==> config.mk <==
export PLATFORM = sky130hd
export DESIGN_NAME = logic_unit_pipe
export DESIGN_NICKNAME = d
export VERILOG_FILES = /design/src/rtl/logic_unit_pipe.sv
export SDC_FILE = /design/constraint.sdc
export NUM_CORES = 1
export LEC_CHECK = 0
export CORE_MARGIN = 10
export CORE_UTILIZATION = 42
export DETAILED_ROUTE_END_ITERATION = 8
export PLACE_DENSITY_LB_ADDON = 0.12
export SLEW_MARGIN = 20
export SYNTH_ARGS = -nofsm -noshare
export SYNTH_HDL_FRONTEND = slang
export SYNTH_SLANG_ARGS = --single-unit
==> constraint.sdc <==
create_clock -name CLK -period 10.16 [get_ports CLK]
set_input_delay 2.032 -clock CLK [delete_from_list [all_inputs] [get_ports CLK]]
set_output_delay 2.032 -clock CLK [all_outputs]
set_load 0.02 [all_outputs]
==> src/rtl/logic_unit_pipe.sv <==
// Bitwise logic functional unit for a Tomasulo-style core: one result stage (S1)
// feeding an in-order result buffer that is drained onto the common data bus.
module logic_unit_pipe #(
  parameter int WIDTH = 32,
  parameter int TAG_W = 4,
  parameter int DEPTH = 2
) (
  input  logic             CLK,
  input  logic             RST,
  input  logic             FLUSH,
  input  logic             IN_VALID,
  output logic             IN_READY,
  input  logic [2:0]       OP,
  input  logic [WIDTH-1:0] A,
  input  logic [WIDTH-1:0] B,
  input  logic [TAG_W-1:0] TAG,
  output logic             CDB_REQ,
  input  logic             CDB_GRANT,
  output logic [WIDTH-1:0] OUT,
  output logic [TAG_W-1:0] OUT_TAG,
  output logic             ZERO,
  output logic             BUSY
);

  localparam int PTR_W = (DEPTH > 1) ? $clog2(DEPTH) : 1;
  localparam int CNT_W = $clog2(DEPTH + 1);
  localparam logic [CNT_W:0]   DEPTH_C  = (CNT_W + 1)'(DEPTH);
  localparam logic [PTR_W-1:0] LAST_PTR = PTR_W'(DEPTH - 1);

  logic             r_s1_valid;
  logic [WIDTH-1:0] r_s1_data;
  logic [TAG_W-1:0] r_s1_tag;

  logic [WIDTH-1:0] r_buf_data [DEPTH];
  logic [TAG_W-1:0] r_buf_tag  [DEPTH];
  logic [PTR_W-1:0] r_head;
  logic [PTR_W-1:0] r_tail;
  logic [CNT_W-1:0] r_count;

  logic [WIDTH-1:0] w_result;
  logic [CNT_W:0]   w_occupancy;
  logic             w_issue;
  logic             w_push;
  logic             w_pop;
  logic [WIDTH-1:0] w_head_data;
  logic [TAG_W-1:0] w_head_tag;

  always_comb begin
    w_result = A;
    case (OP)
      3'b000:  w_result = ~A;
      3'b001:  w_result = A & B;
      3'b010:  w_result = A | B;
      3'b011:  w_result = A ^ B;
      3'b100:  w_result = ~(A & B);
      3'b101:  w_result = ~(A | B);
      3'b110:  w_result = ~(A ^ B);
      default: w_result = A;
    endcase
  end

  // S1 is counted as occupied so an accepted issue always has a buffer slot waiting.
  assign w_occupancy = {1'b0, r_count} + {{CNT_W{1'b0}}, r_s1_valid};
  assign IN_READY    = w_occupancy < DEPTH_C;

  assign CDB_REQ = (r_count != '0);
  assign w_issue = IN_VALID & IN_READY & ~FLUSH;
  assign w_push  = r_s1_valid & ~FLUSH;
  assign w_pop   = CDB_REQ & CDB_GRANT & ~FLUSH;

  always_ff @(posedge CLK) begin
    if (RST) begin
      r_s1_valid <= 1'b0;
      r_s1_data  <= '0;
      r_s1_tag   <= '0;
    end else begin
      r_s1_valid <= w_issue;
      if (w_issue) begin
        r_s1_data <= w_result;
        r_s1_tag  <= TAG;
      end
    end
  end

  always_ff @(posedge CLK) begin
    if (RST || FLUSH) begin
      r_head  <= '0;
      r_tail  <= '0;
      r_count <= '0;
    end else begin
      if (w_push) begin
        r_tail <= (r_tail == LAST_PTR) ? '0 : r_tail + PTR_W'(1);
      end
      if (w_pop) begin
        r_head <= (r_head == LAST_PTR) ? '0 : r_head + PTR_W'(1);
      end
      case ({w_push, w_pop})
        2'b10:   r_count <= r_count + CNT_W'(1);
        2'b01:   r_count <= r_count - CNT_W'(1);
        default: r_count <= r_count;
      endcase
    end
  end

  // Entry storage carries no reset; only the control state decides what is live.
  always_ff @(posedge CLK) begin
    if (!RST && w_push) begin
      r_buf_data[r_tail] <= r_s1_data;
      r_buf_tag[r_tail]  <= r_s1_tag;
    end
  end

  assign w_head_data = r_buf_data[r_head];
  assign w_head_tag  = r_buf_tag[r_head];

  assign OUT     = CDB_REQ ? w_head_data : '0;
  assign OUT_TAG = CDB_REQ ? w_head_tag : '0;
  assign ZERO    = CDB_REQ & (w_head_data == '0);
  assign BUSY    = r_s1_valid | CDB_REQ;

endmodule
==> results.md <==
- Pre-antenna DRT Iters: 5
- Largest stage delay, worst path: 0.63 ns
- Max_cap viols: 0
- Post-DR vias/cell: 5.70
- R2R cell count: 9
- Detailed-route via count: 6224
- #FFs+latches synth: 114
- Achievable Freq: 0.216 GHz
- Post-cts sizing count: 0
- Largest net degree at the start of global routing: 76
- Chip Width: 156 um
- Setup_tns: 0 ns
- Fin cells: 1092
- R2R setup slack: 8.31 ns
- Layout cells sized above 1: 0.101
- Initial Util: 0.429
- Worst EP required: 8.13 ns
- Clk buf depth: 2
- Synth area leaders: edfxtp_1 28%, dfxtp_1 11%, ha_1 11%, mux2i_1 8.5%, nand3b_1 4.3%
- Minimum clock period: 4.63 ns
- Peak VDD IR: 0.107 mV
- Dpl cells: 1060
- Antenna fix cells: 0
- GP Congestion: 0.797
- GRT Total Usage: 0.167
- CP endpoint: ZERO
- Syn_nets: 910
- Hold Path Class: flop to flop
- Postcts setup bufs: 0
- Endpoints failing setup: 0
- Critical path type: flop to primary output
- Fin nets: 991
- DRT antenna net count: 0
- CTS tree: yes
- Area leader, netlist: edfxtp_1
- Delay-heaviest family, CP: simple AND/OR/NAND/NOR gates
- FF-to-FF End: r_count[1]
- Number of flops mapped to enable cells by yosys: 72
- Die Y: 156 um
- Synth Warn #: 0
- Max-slew violations: 0
- Synth Area per Inst: 10.1 um2
- Critical Path Fanout Max: 2
- CP Launch Point: r_buf_data[0][14]
- CP Capture Type: primary output
- Critical path's slowest cell: clkdlybuf4s50_1
- Die area: 24300 um2
- Worst slew margin: 0.368
- P per Cell Area: 137 nW/um2
- Io pins: 116
- Post-synthesis cell count: 769
- DRC viols: 0
- Synth Cell Area: 7740 um2
- Final Hold Fails: 0
- Buf/Inv on CP: 1
- Lkg Pwr: 3.54 nW
- Post-DP HPWL: 14500 um
- Actual slew at the worst max-slew pin: 0.948 ns
- Clk Latency, worst-skew pair: 0.42 ns
- Prevailing post-synth register cell: edfxtp_1
- Core ar.: 18000 um2
- WP data arrival: 2.59 ns
- Total grt overflow: 0
- Num CTS Buffers: 17
- Post-DR wirelength/cell: 19.1 um
- Period utilisation layout: 0.455
- H-tree Lvls: 4
- RR Startpoint: r_count[0]
- Sequential share of the synthesized area: 0.388
- Place WS: 5.47 ns
- Post-synth cell types: 51
- IO Port Bufs: 115
- Initial antenna violation count: 0
- Asr flop ratio synth: 0
- Status: finished, final reports clean
- CTS Sinks: 114
- DRT Wirelength: 20900 um
- Area share of the largest cell type after synthesis: 0.279
- Clock root cell: clkbuf_16
- Vias in the first global route: 6249
- Cell depth of the worst setup path: 5
- Crit start category: flop
- Clk pin slew, worst setup/hold paths: 0.05 ns
- Layout area overhead: 22.5%
- RSZ-0062 raised after global routing: no
- Hold_buf cts: 0
- Crit path cell chain: nor4_1 > nand4_1 > or3_1 > a21oi_1 > clkdlybuf4s50_1
- Clk_skew: 0.0107 ns
- Drt initial violations: 494
- Worst Slack Setup Final: 5.53 ns
- # rows: 49
- First-pass GRT wire length: 32700 um
==> worst min path at each step <==
| stage | from | endpoint | slack [ns] | cells after the start |
|---|---|---|---|---|
| 3_5_place_dp | r_s1_data[14] | r_buf_data[1][14] | 0.44 | 0 |
| 3_3_place_gp | r_s1_data[14] | r_buf_data[0][14] | 0.43 | 0 |
| 5_1_grt | r_s1_data[14] | r_buf_data[1][14] | 0.47 | 0 |
| 2_1_floorplan | r_s1_data[0] | r_buf_data[0][0] | 0.42 | 0 |
| 6_report | r_s1_tag[1] | r_buf_tag[0][1] | 0.46 | 0 |
| 4_1_cts | r_s1_data[14] | r_buf_data[0][14] | 0.45 | 0 |
==> cell usage in the layout (no fill, tap or decap), drive strengths merged, types with 14 or more instances in the layout <==
master         count
nor4              16
edfxtp            72
o31ai             31
clkdlybuf4s50    111
o22ai             14
o21ai             45
inv               72
o221a             16
dfxtp             42
clkbuf            18
ha                65
nor2              56
a21oi             18
mux2i             66
nand2             26
a22oi             29
nand3b            44
==> cell usage after synthesis (14+ instances only) <==
cell type  number
mux2i_1        66
nand3b_1       44
o31ai_2        14
o22ai_1        14
dfxtp_1        42
buf_2          23
o31ai_1        17
nor4_1         16
o21ai_0        26
o21ai_1        19
a22oi_1        29
clkbuf_1       23
edfxtp_1       72
a21oi_1        18
nor2_1         55
inv_1          67
nand2_1        26
ha_1           65
==> through the flow <==
stage	utilization	area (um2)	hold WS (ns)	total power, mW
5_1_grt	0.526	9480	0.470	1.34
3_3_place_gp	0.493	8890	0.434	0.710
6_report	0.526	9480	0.456	1.30
4_1_cts	0.526	9480	0.455	1.30
3_5_place_dp	0.493	8890	0.442	0.721
2_1_floorplan	-	7740	0.425	0.651
==> routing by layer <==
layer  vias to the layer above  track usage  share of wire
met3                        22       0.0342          0.066
met2                       203        0.275           0.48
li1                       3003            -              -
met5                         -            0              0
met4                         0       0.0557          0.013
met1                      2996        0.212           0.44
==> flip-flops by register name, indices dropped and copies added (netlist names), named ones only <==
name / count
r_buf_data: 64
r_s1_data: 32
r_tail: 1
r_count: 2
r_s1_valid: 1
r_s1_tag: 4
r_head: 1
r_buf_tag: 8
==> where the power goes <==
| group | switching [mW] | internal (mW) |
|---|---|---|
| Combinational | 0.103 | 0.0943 |
| Clock | 0.220 | 0.364 |
| Sequential | 0.0122 | 0.504 |
| Total | 0.335 | 0.962 |
==> logic make-up (layout without fill, tap and decap cells) <==
logic type                 after synthesis  after routing  synth area share
muxes                                   72             72            0.0985
adders and majority gates               65             65             0.105
AOI/OAI and AO/OA                      191            191             0.185
xor gates and xnor gates                 5              5           0.00566
buffers and inverters                  131            225            0.0784
and+or+nand+nor                        191            191             0.140
DFF                                    114            114             0.388
==> cell type report <==
cell class / count / area [um2]
Inverter: 69 / 259
Clock buffer: 18 / 429
Timing Repair Buffer: 124 / 1200
Fill cell: 1602 / 8540
Clock inverter: 14 / 155
Tap cell: 229 / 287
Multi-Input combinational cell: 524 / 4140
Sequential cell: 114 / 3010
Power figures use the tool's default switching activity.
